### config.mk
export PLATFORM = sky130hd
export DESIGN_NAME = mem_arbiter
export DESIGN_NICKNAME = d
export VERILOG_FILES = /design/src/rtl/mem_arbiter.sv
export SDC_FILE = /design/constraint.sdc
export NUM_CORES = 1
export LEC_CHECK = 0
export BUFFER_PORTS_ARGS = -buffer_cell sky130_fd_sc_hd__buf_2
export CORE_MARGIN = 10
export CORE_UTILIZATION = 47
export CTS_CLUSTER_DIAMETER = 40
export CTS_CLUSTER_SIZE = 20
export DETAILED_ROUTE_END_ITERATION = 10
export HOLD_SLACK_MARGIN = 0.1
export PLACE_DENSITY = 0.81
export REMOVE_ABC_BUFFERS = 1
export SYNTH_ARGS = -nofsm -noshare
export SYNTH_HDL_FRONTEND = slang
export SYNTH_SLANG_ARGS = --single-unit
### constraint.sdc
create_clock -name clk -period 2.29 [get_ports clk]
set_clock_uncertainty 0.1 [all_clocks]
set_input_delay 0.458 -clock clk [delete_from_list [all_inputs] [get_ports clk]]
set_output_delay 0.458 -clock clk [all_outputs]
set_load 0.005 [all_outputs]
### src/rtl/mem_arbiter.sv
// mem_arbiter: sequences every work-RAM access for the CPU and host ports, one grant at a time.
// Build with `define MEM_ARBITER_STATS_EN to add the cpu/host wait-cycle counters.
module mem_arbiter #(
  parameter int DATA_W    = 16,
  parameter int ADDR_W    = 16,
  parameter int MEM_WORDS = 32,
  parameter int MAX_HOLD  = 8
) (
  input  logic              clk,
  input  logic              rst,
  input  logic              cpu_req,
  input  logic              cpu_rnw,
  input  logic [ADDR_W-1:0] cpu_addr,
  input  logic [DATA_W-1:0] cpu_wdata,
  output logic              cpu_ack,
  output logic [DATA_W-1:0] cpu_rdata,
  input  logic              host_req,
  input  logic              host_rnw,
  input  logic [ADDR_W-1:0] host_addr,
  input  logic [DATA_W-1:0] host_wdata,
  output logic              host_ack,
  output logic [DATA_W-1:0] host_rdata,
  input  logic              host_lock,
  output logic              addr_err,
  output logic              mem_en,
  output logic              mem_rnw,
  output logic [ADDR_W-1:0] mem_addr,
  output logic [DATA_W-1:0] mem_wdata,
  input  logic [DATA_W-1:0] mem_rdata,
  output logic [1:0]        owner,
  output logic [1:0]        state_dbg
`ifdef MEM_ARBITER_STATS_EN
  ,
  output logic [15:0]       cpu_wait_cnt,
  output logic [15:0]       host_wait_cnt
`endif
);

  // Handshake: a requester raises req with rnw/addr/wdata stable and keeps them until it sees
  // a one-cycle ack; rdata and addr_err are valid only while that ack is high.
  typedef enum logic [1:0] {S_IDLE, S_ISSUE, S_WAIT, S_DONE} state_t;

  localparam logic [1:0] OWN_NONE = 2'b00;
  localparam logic [1:0] OWN_CPU  = 2'b01;
  localparam logic [1:0] OWN_HOST = 2'b10;
  localparam int HOLD_W = $clog2(MAX_HOLD + 1);
  localparam logic [HOLD_W-1:0] HOLD_LIM = HOLD_W'(MAX_HOLD);
  localparam logic [ADDR_W:0]   MEM_LIM  = (ADDR_W + 1)'(MEM_WORDS);

  state_t              state_q, state_d;
  logic [1:0]          owner_q, owner_d;
  logic                last_host_q, last_host_d;
  logic [HOLD_W-1:0]   hold_q, hold_d;
  logic                rnw_q, rnw_d;
  logic [ADDR_W-1:0]   addr_q, addr_d;
  logic [DATA_W-1:0]   wdata_q, wdata_d;
  logic                oor_q, oor_d;
  logic                mem_en_q, mem_en_d;
  logic                cpu_ack_q, cpu_ack_d;
  logic                host_ack_q, host_ack_d;
  logic [DATA_W-1:0]   cpu_rdata_q, cpu_rdata_d;
  logic [DATA_W-1:0]   host_rdata_q, host_rdata_d;
  logic                addr_err_q, addr_err_d;

  logic                grant_cpu, grant_host;
  logic                sel_rnw;
  logic [ADDR_W-1:0]   sel_addr;
  logic [DATA_W-1:0]   sel_wdata;
  logic [DATA_W-1:0]   rd_val;

  // Locked host bursts win ties until MAX_HOLD grants have gone by with the CPU waiting.
  always_comb begin
    grant_cpu  = 1'b0;
    grant_host = 1'b0;
    if (state_q == S_IDLE) begin
      if (cpu_req && host_req) begin
        if (host_lock) grant_host = (hold_q < HOLD_LIM);
        else           grant_host = !last_host_q;
        grant_cpu = !grant_host;
      end else begin
        grant_cpu  = cpu_req;
        grant_host = host_req;
      end
    end
  end

  always_comb begin
    state_d      = state_q;
    owner_d      = owner_q;
    last_host_d  = last_host_q;
    hold_d       = hold_q;
    rnw_d        = rnw_q;
    addr_d       = addr_q;
    wdata_d      = wdata_q;
    oor_d        = oor_q;
    mem_en_d     = 1'b0;
    cpu_ack_d    = 1'b0;
    host_ack_d   = 1'b0;
    cpu_rdata_d  = cpu_rdata_q;
    host_rdata_d = host_rdata_q;
    addr_err_d   = 1'b0;
    sel_rnw      = grant_host ? host_rnw   : cpu_rnw;
    sel_addr     = grant_host ? host_addr  : cpu_addr;
    sel_wdata    = grant_host ? host_wdata : cpu_wdata;
    rd_val       = (rnw_q && !oor_q) ? mem_rdata : '0;
    case (state_q)
      S_IDLE: begin
        if (grant_cpu || grant_host) begin
          owner_d     = grant_host ? OWN_HOST : OWN_CPU;
          last_host_d = grant_host;
          rnw_d       = sel_rnw;
          addr_d      = sel_addr;
          wdata_d     = sel_wdata;
          oor_d       = ({1'b0, sel_addr} >= MEM_LIM);
          mem_en_d    = !oor_d;
          if (grant_cpu || !cpu_req) hold_d = '0;
          else if (hold_q != HOLD_LIM) hold_d = hold_q + 1'b1;
          state_d     = S_ISSUE;
        end
      end
      S_ISSUE: state_d = S_WAIT;
      S_WAIT: begin
        if (owner_q == OWN_HOST) begin
          host_rdata_d = rd_val;
          host_ack_d   = 1'b1;
        end else begin
          cpu_rdata_d  = rd_val;
          cpu_ack_d    = 1'b1;
        end
        addr_err_d = oor_q;
        state_d    = S_DONE;
      end
      S_DONE: begin
        owner_d = OWN_NONE;
        state_d = S_IDLE;
      end
      default: state_d = S_IDLE;
    endcase
  end

  always_ff @(posedge clk) begin
    if (rst) begin
      state_q      <= S_IDLE;
      owner_q      <= OWN_NONE;
      last_host_q  <= 1'b0;
      hold_q       <= '0;
      rnw_q        <= 1'b0;
      addr_q       <= '0;
      wdata_q      <= '0;
      oor_q        <= 1'b0;
      mem_en_q     <= 1'b0;
      cpu_ack_q    <= 1'b0;
      host_ack_q   <= 1'b0;
      cpu_rdata_q  <= '0;
      host_rdata_q <= '0;
      addr_err_q   <= 1'b0;
    end else begin
      state_q      <= state_d;
      owner_q      <= owner_d;
      last_host_q  <= last_host_d;
      hold_q       <= hold_d;
      rnw_q        <= rnw_d;
      addr_q       <= addr_d;
      wdata_q      <= wdata_d;
      oor_q        <= oor_d;
      mem_en_q     <= mem_en_d;
      cpu_ack_q    <= cpu_ack_d;
      host_ack_q   <= host_ack_d;
      cpu_rdata_q  <= cpu_rdata_d;
      host_rdata_q <= host_rdata_d;
      addr_err_q   <= addr_err_d;
    end
  end

  assign cpu_ack    = cpu_ack_q;
  assign cpu_rdata  = cpu_rdata_q;
  assign host_ack   = host_ack_q;
  assign host_rdata = host_rdata_q;
  assign addr_err   = addr_err_q;
  assign mem_en     = mem_en_q;
  assign mem_rnw    = rnw_q;
  assign mem_addr   = addr_q;
  assign mem_wdata  = wdata_q;
  assign owner      = owner_q;
  assign state_dbg  = state_q;

`ifdef MEM_ARBITER_STATS_EN
  logic [15:0] cpu_wait_q, cpu_wait_d, host_wait_q, host_wait_d;

  // A side is waiting while the other one owns the RAM or is being granted this cycle.
  always_comb begin
    cpu_wait_d  = cpu_wait_q;
    host_wait_d = host_wait_q;
    if (cpu_req && (owner_q == OWN_HOST || grant_host) && cpu_wait_q != 16'hFFFF)
      cpu_wait_d = cpu_wait_q + 16'd1;
    if (host_req && (owner_q == OWN_CPU || grant_cpu) && host_wait_q != 16'hFFFF)
      host_wait_d = host_wait_q + 16'd1;
  end

  always_ff @(posedge clk) begin
    if (rst) begin
      cpu_wait_q  <= '0;
      host_wait_q <= '0;
    end else begin
      cpu_wait_q  <= cpu_wait_d;
      host_wait_q <= host_wait_d;
    end
  end

  assign cpu_wait_cnt  = cpu_wait_q;
  assign host_wait_cnt = host_wait_q;
`endif

endmodule

# After elaboration in Yosys (flattened, before gate mapping)
# Cells that the tools add are included.
# word_totals
register_bits	79
latch_bits	0
mem_bits_rw	0
rom_bits	0
input_bits	87
output_inout_bits	73
memories	0
# classes
n_addsub	1
n_mul	0
div_mod_pow	0
order_cmp	2
eq_ne	6
shift	0
n_mux	20
bitwise	4
n_reduce_logical	19
# ops
operator	n
two-way mux 16 bit	3
>= comparator 16 x 6 -> 1 bit, second input constant	1
two-way mux 1 bit	10
two-way mux 4 bit	2
one-hot mux 2 bit (4 select lines)	1
AND reduction 2 bit	4
equality test 2 bit, second input constant	3
two-way mux 2 bit	3
logical NOT 1 bit	5
adder 4 x 1 -> 4 bit, second input constant	1
< comparator 4 bit, second input constant	1
!= test 4 bit, second input constant	1
NOT 1 bit	4
one-hot mux 2 bit (2 select lines)	1
nonzero test 2 bit	2
AND reduction 3 bit	1
OR reduction 3 bit	1
equality test 2 x 1 -> 1 bit, second input constant	1
logical AND 1 bit	2
logical NOT 2 bit	1
logical OR 1 bit	2
!= test 2 x 1 -> 1 bit, second input constant	1
OR reduction 2 bit	1

# Longest topological paths before layout
# depth
ltp_word	10
mapped_depth	9

# Worst setup path before layout
# OpenSTA, ideal clock, no wires.
# synth_path
path_type	register to register
startpoint	register state_q[0], in the netlist state_dbg[0]
endpoint	register addr_q[13], in the netlist mem_addr[13]
setup_time_ns	0.157
t_arrival_ns	1.654
path_slack_ns	0.379
path_stages_with_launch	8
path_buffers	3
synth_period_minus_slack_ns	1.911
cell_sequence	dfxtp_1 inv_1 ha_1 buf_2 o21a_1 clkbuf_1 clkbuf_1 a311oi_2
# synth_between
elab_chain_len	4
# synth_rtl
element	line	text
start: declaration	50	state_t state_q, state_d;
start signal: assignment	158	state_q <= state_d;
logical NOT 2 bit *	75, 106	
two-way mux 1 bit	75	if (state_q == S_IDLE) begin
logical OR 1 bit	108	if (grant_cpu || grant_host) begin
AND reduction 2 bit (no source line)	--	
end signal: assignment	163	addr_q <= addr_d;
end: declaration	55	logic [ADDR_W-1:0] addr_q, addr_d;
# Mark *: on every way between the ends. The rest lies on a longest branch, timed or not.
# A chain may end at the register's enable or synchronous reset.

# Final worst setup path
# layout_path
startpoint	register state_q[0], in the netlist state_dbg[0]
endpoint	register mem_en_q, in the netlist mem_en
# layout_between
elab_chain_len	5
# layout_rtl
element	line	text
logical NOT 2 bit *	75, 106	
two-way mux 1 bit	75	
two-way mux 16 bit / logical OR 1 bit (equally long branches)	103, 108	
>= comparator 16 x 6 -> 1 bit / NOT 1 bit (equally long branches)	--	
logical NOT 1 bit / OR reduction 3 bit (equally long branches)	--	
end signal: assignment	166	mem_en_q <= mem_en_d;
end: declaration	58	logic mem_en_q, mem_en_d;
# Marks and branches as above.

==> impl_metrics.ini <==
[status]
status = finished, final reports clean

[cts]
clock_latency_ns = 0.34
root_buffer = clkbuf_8
ctsResizeCount = 0
cts_buffers = 9
clock_sinks = 79
clockBufferDepth = 2
htreeDepth = 3
clk_pin_slew_ns = 0.10
postCtsSetupRepairBufs = 0
hold_buffers = 0
cts_tree = yes

[global_routing]
grt.overflow.total = 0
grt_max_degree = 49
antenna_found_initial = 1
grt_usage = 0.1843
grt_pass1_vias = 3645
grt_pass1_wl_um = 17280

[finish]
fillerInstances = 644
utilization = 0.6319
drive_above_1_share = 0.3876
nets = 653
finalNonFillerCells = 664
diodes = 0
syn2layout_area_growth_pct = 30.40

[setup_path]
r2r_slack_ns = 0.26
startpoint_type = register
crit_required_ns = 2.48
crit_fanout = 35
crit_type = register to register
end_kind = register
arrival_ns = 2.22

[sta]
timing.final.crit_share = 0.8877
slew_headroom = 0.4194
fin_tns_setup_ns = 0
setup_viol = 0
worst_slew_pin_slew_ns = 0.8705
fmax_mhz = 492.0
hold_violations = 0
drv_slew = 0
hold_ws_ns = 0.2639
finalCriticalPeriod_ns = 2.033
rsz0062_at_grt = no

[power_and_ir_drop]
fin_total_pwr_mw = 5.044
cellPowerDensity_mw_per_mm2 = 1101
p_leak_nw = 2.061
ir_drop_mv = 0.6104

[synth]
syn-mean-instance-area_um2 = 8.469
yosys_warnings = 0
synth_top_area_frac = 0.4500
synthDistinctLibCells = 35
syn_area_mm2 = 0.003515
yosys-top-cells-area = dfxtp_1 45%, a311oi_2 12%, nand2_1 11%
ys_seq_elements = 79
seq_area_frac_synth = 0.4500
netlist_instances = 415
yosys.area.top_type = dfxtp_1

[floorplan]
die_y_um = 106.5
die-area_mm2 = 0.01134
ios = 160
core_area_mm2 = 0.007253
initial_core_util = 0.4846
rows = 31
die_w_um = 106.5

[routing]
ant_nets = 0
wire_per_inst_um = 16.16
first_iter_violations = 195
vias_per_cell = 5.297
routed_wl_um = 10730
drc = 0
vias = 3517
firstDrtPassIters = 4

[job]
maxCapViolCount = 0

[place]
io_buffers = 159
gp_routability_congestion = 0.8262
dp_hpwl_um = 8191
dp.cells = 648

[hold_path]
hold_path.class = primary input to register
area by class of cell:
cell class | instances | area [um2] | area share
clock buffer | 9 | 123.9 | 0.02703
clock inverter | 7 | 83.83 | 0.01829
inverter | 8 | 30.03 | 0.006552
multi-input combinational | 294 | 1752 | 0.3822
sequential | 79 | 1582 | 0.3451
tap | 99 | 123.9 | 0.02703
timing repair buffer | 168 | 888.4 | 0.1938
synthesized netlist by cell type:
cell type  instances
nand2b_1           1
o21ai_0            3
nor2b_1            2
nand4_1            1
o21a_1             3
o211ai_2           1
nor2_1            43
nand2_1          104
and2_0             1
dfxtp_1           79
a21boi_0           1
and3b_1            1
a2bb2oi_1          1
nor3b_1            1
nand3_1           36
mux2_4             1
buf_1              2
or2_2              1
a21oi_1           36
a211oi_4           1
nor3_1             2
a2111oi_0          2
mux2i_1            4
a211oi_1           1
and2_1             2
nand4b_1           1
a311oi_2          29
nor4_1             2
buf_6              3
inv_1              8
a311oi_1           5
ha_1               6
buf_2              4
clkbuf_1          25
xnor2_1            2
worst paths after layout:
kind                            cells past startpoint              to           start
worst max-delay path                                7          mem_en    state_dbg[0]
worst min-delay path                                3    mem_wdata[7]    cpu_wdata[7]
worst max register to register                      7          mem_en    state_dbg[0]
worst min register to register                      2  host_rdata[12]  host_rdata[12]
worst max-delay path, cell delays in order, from the launching register on:
cell and delay [ns]:
dfxtp_1 0.34, inv_1 0.11, ha_1 0.36, inv_1 0.15
a211oi_4 0.27, buf_12 0.23, mux2i_1 0.24, and3b_1 0.17
kinds of logic (layout without fill, tap and decap cells):
family / Yosys count / after routing / share of synthesized area
AO/OA/AOI/OAI: 83 / 83 / 0.2193
XOR/XNOR: 2 / 2 / 0.004985
AND/OR/NAND/NOR: 198 / 198 / 0.2360
multiplexers: 5 / 5 / 0.01566
adder cells (fa/ha/maj): 6 / 6 / 0.02136
buffers and inverters: 42 / 192 / 0.05269
flip-flops: 79 / 79 / 0.4500
state kept, by name (all words and copies together), names as in the netlist:
signal	flops
addr_err	1
cpu_ack	1
cpu_rdata	16
hold_q	4
host_ack	1
host_rdata	16
last_host_q	1
mem_addr	16
mem_en	1
mem_rnw	1
mem_wdata	16
oor_q	1
owner	2
state_dbg	2
power breakdown:
part / switching, mW / leakage [nW] / internal, mW
Combinational: 1.27 / 1.31 / 0.841
Sequential: 0.174 / 0.646 / 1.67
Clock: 0.563 / 0.103 / 0.527
stage by stage:
stage | cell area (um2) | setup slack (ns)
floorplan | 3359 | -1.256
global placement | 4375 | 0.3605
detailed placement | 4375 | 0.2646
CTS | 4583 | 0.2414
global route | 4583 | 0.1236
finish | 4583 | 0.2573
layer usage:
metal  wire (um)  share of wire  track usage  vias up
li1            -              -            -     1719
met3        1430           0.13      0.09541       20
met5          13         0.0012            0        -
met2        5019           0.47       0.3026      184
met4         189          0.018      0.07447        2
met1        4080           0.38       0.1966     1592
cells in the final DEF, fill, tap and decap left out, drive strengths merged, types with 2 or more instances in the layout:
| cell | n |
|---|---|
| a2111oi | 2 |
| a211oi | 2 |
| a21oi | 36 |
| a311oi | 34 |
| and2 | 3 |
| buf | 168 |
| clkbuf | 9 |
| dfxtp | 79 |
| ha | 6 |
| inv | 13 |
| mux2i | 4 |
| nand2 | 104 |
| nand3 | 36 |
| nor2 | 43 |
| nor2b | 2 |
| nor3 | 2 |
| nor4 | 2 |
| o21a | 3 |
| o21ai | 3 |
| xnor2 | 2 |
Power figures use the tool's default switching activity.
